--- src/rtl/spi_pkg.sv ---
// Shared SPI definitions: operating modes, widths,
// APB register map and baud-generator state encoding.
package spi_pkg;

  localparam logic [1:0] SPI_RUN  = 2'b00;
  localparam logic [1:0] SPI_WAIT = 2'b01;
  localparam logic [1:0] SPI_STOP = 2'b10;

  localparam int DIV_W = 12;
  localparam int CNT_W = 11;

  localparam logic [2:0] SPI_CR1_ADDR = 3'h0;
  localparam logic [2:0] SPI_CR2_ADDR = 3'h1;
  localparam logic [2:0] SPI_BR_ADDR  = 3'h2;
  localparam logic [2:0] SPI_SR_ADDR  = 3'h3;
  localparam logic [2:0] SPI_DR_ADDR  = 3'h5;

  typedef enum logic {
    ST_IDLE = 1'b0,
    ST_RUN  = 1'b1
  } bg_state_e;

endpackage

--- src/rtl/spi_baud_generator.sv ---
// SPI serial clock generator: divides pclk by the programmed
// baud divisor and emits one-pclk sample/shift strobes.
module spi_baud_generator #(
  parameter int DIV_W = spi_pkg::DIV_W,
  parameter int CNT_W = spi_pkg::CNT_W
) (
  input  logic             pclk,
  input  logic             preset_n,
  input  logic [1:0]       spi_mode_i,
  input  logic             spiswai_i,
  input  logic             cpol_i,
  input  logic             cpha_i,
  input  logic [2:0]       sppr_i,
  input  logic [2:0]       spr_i,
  input  logic             ss_i,
  output logic             sclk_o,
  output logic             sample_o,
  output logic             shift_o,
  output logic [DIV_W-1:0] baud_div_o
);

  import spi_pkg::*;

  logic [CNT_W-1:0] cnt_q;
  logic [CNT_W-1:0] cnt_d;
  logic [CNT_W-1:0] pre;
  logic [CNT_W-1:0] half;
  logic             sclk_q;
  logic             sclk_d;
  logic             smp_q;
  logic             smp_d;
  logic             sft_q;
  logic             sft_d;
  logic             en;
  logic             wrap;
  logic             lead;
  bg_state_e        state;

  always_comb begin
    pre  = CNT_W'(sppr_i) + CNT_W'(1);
    half = pre << spr_i;
  end

  assign baud_div_o = DIV_W'(half) << 1;

  assign en = ~ss_i
            & ((spi_mode_i == SPI_RUN)
            |  ((spi_mode_i == SPI_WAIT) & ~spiswai_i));

  assign state = en ? ST_RUN : ST_IDLE;

  // >= so a shrinking divisor wraps at once
  assign wrap = cnt_q >= (half - CNT_W'(1));
  assign lead = sclk_q == cpol_i;

  always_comb begin
    cnt_d  = '0;
    sclk_d = sclk_q;
    smp_d  = 1'b0;
    sft_d  = 1'b0;
    unique case (state)
      ST_IDLE: begin
        sclk_d = cpol_i;
      end
      ST_RUN: begin
        if (wrap) begin
          sclk_d = ~sclk_q;
          smp_d  = lead ^ cpha_i;
          sft_d  = ~(lead ^ cpha_i);
        end else begin
          cnt_d = cnt_q + CNT_W'(1);
        end
      end
      default: ;
    endcase
  end

  always_ff @(posedge pclk or negedge preset_n) begin
    if (!preset_n) begin
      cnt_q  <= '0;
      sclk_q <= 1'b0;
      smp_q  <= 1'b0;
      sft_q  <= 1'b0;
    end else begin
      cnt_q  <= cnt_d;
      sclk_q <= sclk_d;
      smp_q  <= smp_d;
      sft_q  <= sft_d;
    end
  end

  assign sclk_o   = sclk_q;
  assign sample_o = smp_q;
  assign shift_o  = sft_q;

endmodule

--- config.mk ---
export PLATFORM = sky130hd
export DESIGN_NAME = spi_baud_generator
export DESIGN_NICKNAME = d
export VERILOG_FILES = /design/src/rtl/spi_pkg.sv /design/src/rtl/spi_baud_generator.sv
export SDC_FILE = /design/constraint.sdc
export NUM_CORES = 1
export LEC_CHECK = 0
export CELL_PAD_IN_SITES_DETAIL_PLACEMENT = 1
export CELL_PAD_IN_SITES_GLOBAL_PLACEMENT = 2
export CORE_MARGIN = 4
export CORE_UTILIZATION = 33
export CTS_CLUSTER_DIAMETER = 40
export DETAILED_ROUTE_END_ITERATION = 12
export PLACE_DENSITY = 0.89
export SLEW_MARGIN = 20
export SYNTH_ARGS = -nofsm -noshare
export SYNTH_HDL_FRONTEND = slang
export SYNTH_SLANG_ARGS = --single-unit
export TNS_END_PERCENT = 100
--- constraint.sdc ---
create_clock -name pclk -period 5.01 [get_ports pclk]
set_clock_uncertainty 0.2 [all_clocks]
set_input_delay 1.2525 -clock pclk [delete_from_list [all_inputs] [get_ports pclk]]
set_output_delay 1.2525 -clock pclk [all_outputs]
set_load 0.02 [all_outputs]
======== After elaboration in Yosys (flattened, before gate mapping) ========
Cells that the tools add are included.
operators by class
  add/subtract/negate cells ............... 3
  order comparisons ....................... 1
  equal/unequal tests ..................... 3
  shift operators ......................... 1
  muxes and demuxes ....................... 9
  bitwise gates (word level) .............. 9
  reductions and logical operators ........ 1
operators with widths
  operator               count
  $mux 11                2
  $add 11x1->11 const B  1
  $ge 11x11->1           1
  $shl 4x3->11           1
  $sub 11x1->11 const B  1
  $mux 1                 6
  $not 1->1              5
  $add 3x1->4 const B    1
  $and 1x1->1            2
  $eq 2x1->1 const B     1
  $logic_not 2->1        1
  $ne 2x2->1 const B     1
  $pmux 1 s2             1
  $eq 1x1->1             1
  $or 1x1->1             1
  $xor 1x1->1            1
word-level totals
  register bits after elaboration ......... 14
  input port bits ......................... 14
  output and inout bits ................... 15
  word-level logic and storage cells ...... 31

======== Depth between registers and ports, before layout ========
Gate-level depths: netlist (run 1).
  depth in word-level cells ............... 7
  gate-level depth with buffers ........... 17
  gate-level depth less buffers ........... 16

======== Least setup slack after synthesis (run 1) ========
Ideal clock, no wire load.
  path type ............................... input to register
  from .................................... input port sppr_i[0]
  to ...................................... register cnt_q[2]
  setup time .............................. 132 ps
  data arrival time ....................... 4166 ps
  required time ........................... 4678 ps
  slack ................................... 512 ps
  cell stages on the path ................. 14
  buffers on the path ..................... 1
  cells stage by stage .................... ha_1 -> and2_1 -> o41ai_2 -> o211ai_2 -> nor3_1 -> xor2_1 -> a21oi_1 -> ha_1 -> nand3_1 -> or3_1 -> a31oi_1 -> nand3b_1 -> clkbuf_1 -> nor2_1
between the ends
  word-level cells in the longest chain between the ends .. 6
RTL lines
  item                  RTL line                  RTL
  start, declared       spi_baud_generator.sv:13  input logic [2:0] sppr_i,
  $add 3x1->4           spi_baud_generator.sv:40  pre = CNT_W'(sppr_i) + CNT_W'(1);
  $shl 4x3->11          spi_baud_generator.sv:41  half = pre << spr_i;
  $sub 11x1->11         spi_baud_generator.sv:53  assign wrap = cnt_q >= (half - CNT_W'(1));
  $ge 11x11->1          spi_baud_generator.sv:53
  $mux 11               spi_baud_generator.sv:66  if (wrap) begin
  $mux 11               spi_baud_generator.sv:61  unique case (state)
  named net cnt_d[2]    spi_baud_generator.sv:25  logic [CNT_W-1:0] cnt_d;
  end signal, assigned  spi_baud_generator.sv:85  cnt_q <= cnt_d;
  end, declared         spi_baud_generator.sv:24  logic [CNT_W-1:0] cnt_q;
The timed path passes the listed nets, and every way through them passes these cells.
A chain may end at the register's enable or synchronous reset.

======== Final worst setup path (run 1) ========
  from .................................... input port sppr_i[1]
  to ...................................... output port baud_div_o[9]
between the ends
  word-level cells in the longest chain between the ends .. 2
RTL lines
  item           RTL line                  RTL
  $add 3x1->4    spi_baud_generator.sv:40
  $shl 4x3->11   spi_baud_generator.sv:41
  end, declared  spi_baud_generator.sv:19  output logic [DIV_W-1:0] baud_div_o
No other way between the ends.

==> flow_summary_export.csv, run 1 <==
group,metric,value,unit
global_route,grt_start_max_net_pins,15,
clocking,clock_tree.htree_level_count,1,
die,dieHeight,76.01,microns
clocking,cts.clk_slew.worst_paths,0.06,ns
global_route,track_usage,15.06,%
routing,drtIter0Drc,83,
routing,dr_drc_count,0,
final_layout,multi_input_area,1135,sq um
clocking,clock_latency,0.24,ns
final_layout,layout_cells_sized_above_1,17.32,%
sta,layout_worst_path_cycle_share,97.00,%
clocking,cts_buffer_depth,2,
setup_path,path_max_fanout,5,
global_route,first_global_vias,1591,
yosys,synthesized_cell_area,1526,sq um
yosys,netlist_instances,186,
setup_path,ordered_cell_list_for_the_critical_path,"clkdlybuf4s50_1 -> ha_1 -> and2_1 -> buf_4 -> a21oi_4 -> mux2i_1 -> and2_1 -> clkdlybuf4s50_1",
die,initial_core_util,34.58,%
die,placement_rows,24,
yosys,synthMostInstantiatedCell,"nor2_1",
clocking,cts_buffers,3,
global_route,grt_antenna_before_repair,0,
setup_path,setup.worst_path.end_class,"primary output",
yosys,synthFlopType,"dfrtp_1",
setup_path,worst_ep_required_time,3.56,ns
sta,setup_viol,0,
yosys,synth-seq-area-share,22.95,%
setup_path,worst_ep_arrival_time,3.41,ns
place,hpwlAfterDp,3485,microns
setup_path,largest_stage_delay_on_the_critical_path,0.62,ns
yosys,synth-seq-cells,14,
place,number_of_placed_instances_taps_included,280,
final_layout,synthToLayoutAreaGrowth,36.39,%
min_path,hold_path.class,"reg -> reg",
clocking,cts_tree,"built",
yosys,synth_top_cells_by_area,"dfrtp_1 (23%), ha_1 (11%), xor2_1 (6.9%)",
routing,route.antenna.remaining_nets,0,
final_layout,stdcell_count,283,
yosys,synth_nets,214,
place,gpl.final_weighted_congestion,0.8149,
clocking,cts_post_setup_buffers_inserted,0,
clocking,cts_repair_resize_count,1,
yosys,synth_top_cell_area_share,22.95,%
yosys,post_synth_top_cells,"nor2_1 (22), nand2_1 (17), dfrtp_1 (14), ha_1 (14), xor2_1 (12)",
sta,grt_setup_unrepaired,"false",
sta,slew_limit_headroom,54.70,%
sta,fmaxAchievable,0.2058,GHz
final_layout,design.final.nets,261,
global_route,globalRouteOverflowTotal,0,
clocking,clock_sink_count,14,
routing,detail_route.first_pass.iterations,4,
die,core,4414,sq um
place,numPortBuffers,27,
yosys,synth_warnings,0,
sta,maxSlewViolCount,0,
global_route,first_pass_grt_wire_length,7445,microns
final_layout,final_core_utilization,47.17,%
clocking,root_buffer,"clkbuf_8",
clocking,ctsHoldBuffers,0,
setup_path,cpMaxStageDelayCell,"clkdlybuf4s50_1",
flow_run,cap_violations,0,
sta,hold_viol_final,0,
sta,timing.final.crit_period,4.860,ns
yosys,synthesis.area_per_instance,8.207,sq um
routing,wire_per_inst,15.00,microns
routing,vias_per_cell,5.350,
status,status,"complete, no violations",
power,post-layout-total-power,0.3729,mW
die,floorplan.io_pins,29,
die,floorplan.die_area,5778,sq um
die,die_w,76.01,microns
power,worst_ir_drop_vdd,0.06793,mV
setup_path,r2r_setup_slk,2.88,ns
final_layout,register_area,350.3,sq um
yosys,synth_async_sr_flop_share,100.0,%
yosys,post-synth-top-area-cell,"dfrtp_1",
yosys,synth_edf_count,0,
yosys,synthDistinctLibCells,50,
routing,postRouteWirelength,4244,microns
final_layout,layout.filler_cells,556,
routing,detailroute.via_count,1514,
setup_path,critPathKind,"in -> out",
power,p_leak,0.9290,nW
sta,worst_pin_slew,0.6774,ns
power,pwr_density_cell,179.1,nW/um^2
final_layout,antenna-diode-count,0,
setup_path,worstSetupStartpointType,"input pin",
[area by class of cell]
cell class              count  share of cell area (%)
inverters                   6                   1.082
well taps                  52                   3.125
multi-input cells         157                   54.51
clock buffers               3                   1.983
flip-flops and latches     14                   16.83
repair buffers             51                   22.48
[critical path, delay by kind of cell]
kind,cells,cell delay (ns)
simple gates,2,0.41
fa+ha+maj,1,0.34
mux,1,0.16
buf+inv,3,1.20
compound gates,1,0.04
[worst paths after layout]
kind,from,to,cells past startpoint
min in group asynchronous,preset_n,sample_o,1
worst max-delay path,sppr_i[1],baud_div_o[9],8
max in group asynchronous,preset_n,cnt_q[7],1
worst min register to register,cnt_q[0],cnt_q[0],1
worst max register to register,cnt_q[0],cnt_q[10],9
worst min-delay path,cnt_q[0],cnt_q[0],1
[kinds of logic (layout without fill, tap and decap cells)]
family          count (synthesis)  in the layout  share of synthesized area (%)
compound gates                 37             37                          19.59
xor+xnor                       20             20                          11.48
fa+ha+maj                      14             14                          11.48
buf+inv                        15             60                          4.754
flops                          14             14                          22.95
mux                             2              2                          1.312
other cells                     1              1                         0.2457
simple gates                   83             83                          28.20
[stage by stage]
step	hold slack, ns	cell area [sq um]	TNS (ns)	setup WS, ns
3_3_place_gp	0.2717	2004	0	0.04628
5_1_grt	0.3133	2082	0	0.02012
2_1_floorplan	0.2473	1526	0	0.5117
3_5_place_dp	0.2744	2004	-0.02640	-0.02640
6_report	0.2804	2082	0	0.1505
4_1_cts	0.2825	2049	0	0.08023
[registers in the layout (all words and copies together) (netlist names)]
name,cells
cnt_q,11
sample_o,1
sclk_o,1
shift_o,1
[where the power goes]
group,switching (mW),internal [mW],leakage (nW),total [mW]
Sequential,0.00225,0.115,0.193,0.117
Clock,0.0383,0.0532,0.0216,0.0915
Combinational,0.0832,0.0813,0.715,0.165
[cell usage in the layout (no fill, tap or decap), types with 5 or more instances in the layout]
| cell | n |
|---|---|
| inv_1 | 6 |
| ha_1 | 14 |
| nand3_1 | 5 |
| nor2b_1 | 7 |
| xor2_1 | 12 |
| nand2_1 | 17 |
| a21oi_1 | 8 |
| dfrtp_1 | 14 |
| clkdlybuf4s50_1 | 25 |
| xnor2_1 | 8 |
| nand4_1 | 7 |
| buf_4 | 23 |
| nor2_1 | 22 |
[per-layer routing]
metal	vias up	wire, microns	global-route usage, %
li1	746	-	-
met1	730	2098	21.02
met2	32	1964	24.14
met3	6	141	3.073
met4	0	39	2.669
met5	-	0	0
(Power assumes the default switching activity.)
==> run 2, diff against run 1 <==
--- a/config.mk
+++ b/config.mk
@@ -8,10 +8,10 @@
 export CELL_PAD_IN_SITES_DETAIL_PLACEMENT = 1
 export CELL_PAD_IN_SITES_GLOBAL_PLACEMENT = 2
 export CORE_MARGIN = 4
-export CORE_UTILIZATION = 33
+export CORE_UTILIZATION = 28
 export CTS_CLUSTER_DIAMETER = 40
 export DETAILED_ROUTE_END_ITERATION = 12
-export PLACE_DENSITY = 0.89
+export PLACE_DENSITY = 0.81
 export SLEW_MARGIN = 20
 export SYNTH_ARGS = -nofsm -noshare
 export SYNTH_HDL_FRONTEND = slang
==> constraint.sdc (replaced) <==
create_clock -name pclk -period 4 [get_ports pclk]
set_clock_uncertainty 0.2 [all_clocks]
set_input_delay 1 -clock pclk [delete_from_list [all_inputs] [get_ports pclk]]
set_output_delay 1 -clock pclk [all_outputs]
set_load 0.02 [all_outputs]
==> run 2 against run 1 <==
Compared with the run above: global-route usage is 1.2 points higher; largest power group unchanged; critical endpoint is now cnt_q[10]; worst setup slack worse by 0.13 ns; wire length is 18% higher; critical path depth is 9 higher; hold slack better by 0.053 ns; clock power is 22% higher; via count is 7.8% higher; register-to-register slack worse by 1.2 ns; first-iteration DRC count is 61% lower; highest routed layer unchanged; total power is 36% higher; utilization is 1.6 points higher; non-clock buffer count is 32 higher.
==> flow_summary_export.csv, run 2 (same netlist as run 1, synthesis figures left out) <==
group,metric,value,unit
status,status,"complete, no violations",
setup_path,worstSetupStartpoint,"sppr_i[0]",
routing,route.antenna.remaining_nets,0,
global_route,first_global_vias,1703,
final_layout,antenna-diode-count,0,
min_path,hold-path-cell-count,1,
final_layout,top_register,"cnt_q",
setup_path,worstSetupStartpointType,"input pin",
sta,layout_worst_path_cycle_share,99.56,%
global_route,grt_antenna_before_repair,0,
sta,maxSlewViolCount,0,
die,dieHeight,81.84,microns
clocking,clock_sink_count,14,
clocking,cts_tree,"built",
die,initial_core_util,29.33,%
flow_run,cap_violations,0,
sta,hold_viol_final,0,
sta,fmaxAchievable,0.2511,GHz
routing,detailroute.via_count,1632,
setup_path,critPathKind,"in -> reg",
clocking,cts.clk_slew.worst_paths,0.05,ns
setup_path,r2r_setup_slk,1.70,ns
global_route,grt_start_max_net_pins,15,
routing,dr_drc_count,0,
clocking,root_buffer,"clkbuf_8",
routing,wire_per_inst,15.09,microns
routing,detail_route.first_pass.iterations,4,
die,floorplan.die_area,6697,sq um
global_route,track_usage,16.22,%
final_layout,largest_register_ffs,11,
clocking,ctsHoldBuffers,0,
sta,setup-tns-final,0,ns
final_layout,most-common-layout-cells,"buf_4 (48), nand2_1 (17), dfrtp_1 (14), clkdlybuf4s50_1 (14), ha_1 (12)",
setup_path,worst_ep_arrival_time,3.90,ns
setup_path,setup.worst_path.end_class,"flip-flop",
setup_path,r2r-start,"cnt_q[0]",
routing,drtIter0Drc,32,
final_layout,layout_cells_sized_above_1,37.26,%
clocking,clock_latency,0.24,ns
power,p_leak,1.161,nW
sta,worst_pin_slew,0.6224,ns
min_path,hold_path.class,"reg -> reg",
place,gpl.final_weighted_congestion,0.8197,
sta,setup_viol,0,
die,floorplan.io_pins,29,
die,placement_rows,26,
power,worst_ir_drop_vdd,0.1486,mV
clocking,cts_buffer_depth,2,
setup_path,worstReg2RegEnd,"cnt_q[10]",
sta,timing.final.crit_period,3.982,ns
sta,slew_limit_headroom,58.38,%
final_layout,synthToLayoutAreaGrowth,66.15,%
die,die_w,81.84,microns
final_layout,design.final.nets,293,
clocking,cts_buffers,3,
sta,grt_setup_unrepaired,"true",
final_layout,stdcell_count,333,
die,core,5205,sq um
setup_path,path_depth_of_the_worst_reg2reg_path,10,
setup_path,worst_ep_required_time,3.92,ns
setup_path,path_max_fanout,6,
place,hpwlAfterDp,3704,microns
routing,vias_per_cell,4.901,
global_route,first_pass_grt_wire_length,8452,microns
routing,postRouteWirelength,5025,microns
place,numPortBuffers,27,
power,post-layout-total-power,0.5076,mW
min_path,hold_path_startpoint,"cnt_q[0]",
min_path,holdPathEnd,"cnt_q[0]",
final_layout,final_core_utilization,48.73,%
power,pwr_density_cell,200.1,nW/um^2
final_layout,layout.cells.most_common,"buf_4",
clocking,clock_tree.htree_level_count,1,
global_route,globalRouteOverflowTotal,0,
place,number_of_placed_instances_taps_included,317,
-- run 2: what timing repair did --
action / in CTS / in global routing
setup endpoints to repair: 25 / 17
gates cloned: 1 / 0
gates resized for setup: 62 / 19
buffers inserted: 7 / 5
pin swaps: 21 / 14
-- run 2: critical path: stages --
cell and delay (ns):
buf_8 0.10, buf_6 0.10, and4b_4 0.19, a2111oi_2 0.34, buf_4 0.18, a32o_2 0.21
a21oi_1 0.08, nor2_1 0.12, xnor2_1 0.09, ha_1 0.32, o211ai_1 0.10, or3_4 0.42
a31oi_4 0.17, nand3b_1 0.14, buf_6 0.14, buf_12 0.15, nor2_4 0.03
-- run 2: metal layers --
metal,vias to the layer above,global-route usage [%],share of wire [%]
li1,822,-,-
met1,778,22.27,47
met2,28,27.30,48
met3,4,3.070,4.0
met4,0,1.495,0.74
met5,-,0,0
-- run 2: cell type report --
class	instances	area (sq um)
multi-input cells	157	1292
repair buffers	83	742.0
inverters	6	22.52
fillers	620	2669
clock buffers	3	41.29
well taps	70	87.58
flip-flops and latches	14	350.3
-- run 2: where the power goes --
group | internal, mW | leakage (nW) | switching (mW) | total (mW)
sequential | 0.144 | 0.193 | 0.00348 | 0.147
clock | 0.0665 | 0.0216 | 0.0456 | 0.112
combinational | 0.128 | 0.947 | 0.121 | 0.248
total | 0.338 | 1.16 | 0.170 | 0.508
-- run 2: metrics by stage --
stage	instance area, sq um	hold WS, ns	worst slack [ns]
after floorplan	1546	0.2430	0.005764
after global placement	2180	0.2881	-0.5138
after detailed placement	2180	0.2921	-0.6600
after CTS	2434	0.2997	-0.04469
after global routing	2536	0.3569	-0.1840
final	2536	0.3334	0.01767
-- run 2: how the worst max path moves through the flow --
stage          slack (ns)   endpoint
3_5_place_dp        -0.66   cnt_q[7]
6_report             0.02  cnt_q[10]
3_3_place_gp        -0.51   cnt_q[6]
5_1_grt             -0.18   cnt_q[7]
2_1_floorplan       0.006   cnt_q[2]
4_1_cts             -0.04   cnt_q[7]
==> run 3, diff against run 2 <==
--- a/config.mk
+++ b/config.mk
@@ -12,7 +12,7 @@
 export CTS_CLUSTER_DIAMETER = 40
 export DETAILED_ROUTE_END_ITERATION = 12
 export PLACE_DENSITY = 0.81
-export SLEW_MARGIN = 20
+export RECOVER_POWER = 50
 export SYNTH_ARGS = -nofsm -noshare
 export SYNTH_HDL_FRONTEND = slang
 export SYNTH_SLANG_ARGS = --single-unit
==> run 3 against run 2 <==
Compared with the run above: cell area unchanged; register-to-register slack about the same; hold slack unchanged; total power about the same; sequential power about the same; utilization unchanged; sequential share of layout area unchanged; maximum frequency about the same; largest power group unchanged.
==> flow_summary_export.csv, run 3 (same netlist as run 1, synthesis figures left out) <==
group,metric,value,unit
place,number_of_placed_instances_taps_included,317,
final_layout,most-common-layout-cells,"buf_4 (48), nand2_1 (17), dfrtp_1 (14)",
setup_path,ordered_cell_list_for_the_critical_path,"buf_8 -> buf_6 -> and4b_4 -> a2111oi_2 -> buf_4 -> a32o_2 -> a21oi_1 -> nor2_1 -> xnor2_1 -> ha_1 -> o211ai_1 -> or3_4 -> a31oi_4 -> nand3b_1 -> buf_6 -> buf_12 -> nor2_4",
power,worst_ir_drop_vdd,0.1485,mV
final_layout,top_register,"cnt_q",
clocking,cts_buffers,3,
die,dieHeight,81.84,microns
routing,postRouteWirelength,5025,microns
setup_path,worst_ep_required_time,3.92,ns
clocking,clock_tree.htree_level_count,1,
final_layout,synthToLayoutAreaGrowth,66.15,%
global_route,first_global_vias,1703,
final_layout,design.final.nets,293,
flow_run,cap_violations,0,
power,pwr_density_cell,200.0,nW/um^2
setup_path,worstSetupStartpointType,"input pin",
setup_path,path_max_fanout,6,
sta,grt_setup_unrepaired,"true",
sta,timing.final.crit_period,3.982,ns
clocking,cts_tree,"built",
sta,fmaxAchievable,0.2511,GHz
setup_path,worst_path_most_repeated_cell,"buf_6",
routing,drtIter0Drc,32,
routing,vias_per_cell,4.901,
routing,wire_per_inst,15.09,microns
routing,route.antenna.remaining_nets,0,
sta,hold_viol_final,0,
setup_path,critPathKind,"in -> reg",
sta,slew_limit_headroom,57.89,%
clocking,clock_latency,0.24,ns
global_route,globalRouteOverflowTotal,0,
routing,detailroute.via_count,1632,
clocking,cts_buffer_depth,2,
die,core,5205,sq um
place,hpwlAfterDp,3704,microns
setup_path,worst_path_dominant_cell_family,"simple AND/OR/NAND/NOR gates",
global_route,first_pass_grt_wire_length,8452,microns
die,initial_core_util,29.33,%
setup_path,worst-path-buf-inv,5,
routing,dr_drc_count,0,
setup_path,largest_stage_delay_on_the_critical_path,0.42,ns
place,numPortBuffers,27,
final_layout,register_area,350.3,sq um
setup_path,setup.worst_path.end_class,"flip-flop",
die,die_w,81.84,microns
final_layout,layout.filler_cells,620,
die,floorplan.die_area,6697,sq um
clocking,cts.clk_slew.worst_paths,0.05,ns
sta,maxSlewViolCount,0,
global_route,grt_start_max_net_pins,15,
final_layout,multi_input_area,1292,sq um
global_route,grt_antenna_before_repair,0,
clocking,root_buffer,"clkbuf_8",
status,status,"complete, no violations",
final_layout,stdcell_count,333,
setup_path,cpMaxStageDelayCell,"or3_4",
setup_path,worst_ep_arrival_time,3.90,ns
sta,worst_pin_slew,0.6296,ns
final_layout,layout.cells.most_common,"buf_4",
die,floorplan.io_pins,29,
final_layout,largest_register_ffs,11,
final_layout,layout_cells_sized_above_1,37.26,%
sta,layout_worst_path_cycle_share,99.56,%
min_path,hold_path.class,"reg -> reg",
global_route,track_usage,16.22,%
power,p_leak,1.161,nW
sta,setup_viol,0,
clocking,ctsHoldBuffers,0,
die,placement_rows,26,
routing,detail_route.first_pass.iterations,4,
clocking,clock_sink_count,14,
final_layout,antenna-diode-count,0,
place,gpl.final_weighted_congestion,0.8197,
power,post-layout-total-power,0.5073,mW
-- run 3: layout make-up --
type                            instances  area share (%)
Tap cell                               70           3.453
Sequential cell                        14           13.81
Timing Repair Buffer                   83           29.26
Inverter                                6          0.8880
Clock buffer                            3           1.628
Multi-Input combinational cell        157           50.96
-- run 3: stage by stage --
stage	instance area [sq um]	hold slack (ns)	setup TNS [ns]	util, %	setup slack [ns]
2_1_floorplan	1546	0.2430	0	-	0.005764
3_5_place_dp	2180	0.2921	-12.47	41.88	-0.6600
6_report	2536	0.3334	0	48.73	0.01770
5_1_grt	2536	0.3569	-2.157	48.73	-0.1840
3_3_place_gp	2180	0.2881	-10.49	41.88	-0.5138
4_1_cts	2434	0.2997	-0.3047	46.75	-0.04469
-- run 3: final timing paths --
check | from | to | slack [ns] | cells after the start
worst max register to register | cnt_q[0] | cnt_q[10] | 1.70 | 10
min in group asynchronous | preset_n | sample_o | 1.02 | 1
worst min-delay path | cnt_q[0] | cnt_q[0] | 0.33 | 1
max in group asynchronous | preset_n | cnt_q[7] | 2.18 | 1
worst max-delay path | sppr_i[0] | cnt_q[10] | 0.02 | 17
worst min register to register | cnt_q[0] | cnt_q[0] | 0.33 | 1
-- run 3: per-layer routing --
layer | wire length, microns | part of all wire (%) | vias up | GRT usage, %
li1 | - | - | 822 | -
met1 | 2377 | 47 | 778 | 22.27
met2 | 2409 | 48 | 28 | 27.30
met3 | 200 | 4.0 | 4 | 3.070
met4 | 37 | 0.74 | 0 | 1.495
met5 | 0 | 0 | - | 0
-- run 3: where the power goes --
| part | internal (mW) | switching (mW) |
|---|---|---|
| Combinational | 0.127 | 0.121 |
| Clock | 0.0665 | 0.0456 |
| Sequential | 0.144 | 0.00348 |
-- run 3: what timing repair did --
item / 4_1_cts / 5_1_grt
hold endpoints to repair: 0 / 0
gates resized for setup: 62 / 19
pin swaps: 21 / 14
gates cloned: 1 / 0
buffers inserted: 7 / 5
setup endpoints to repair: 25 / 17
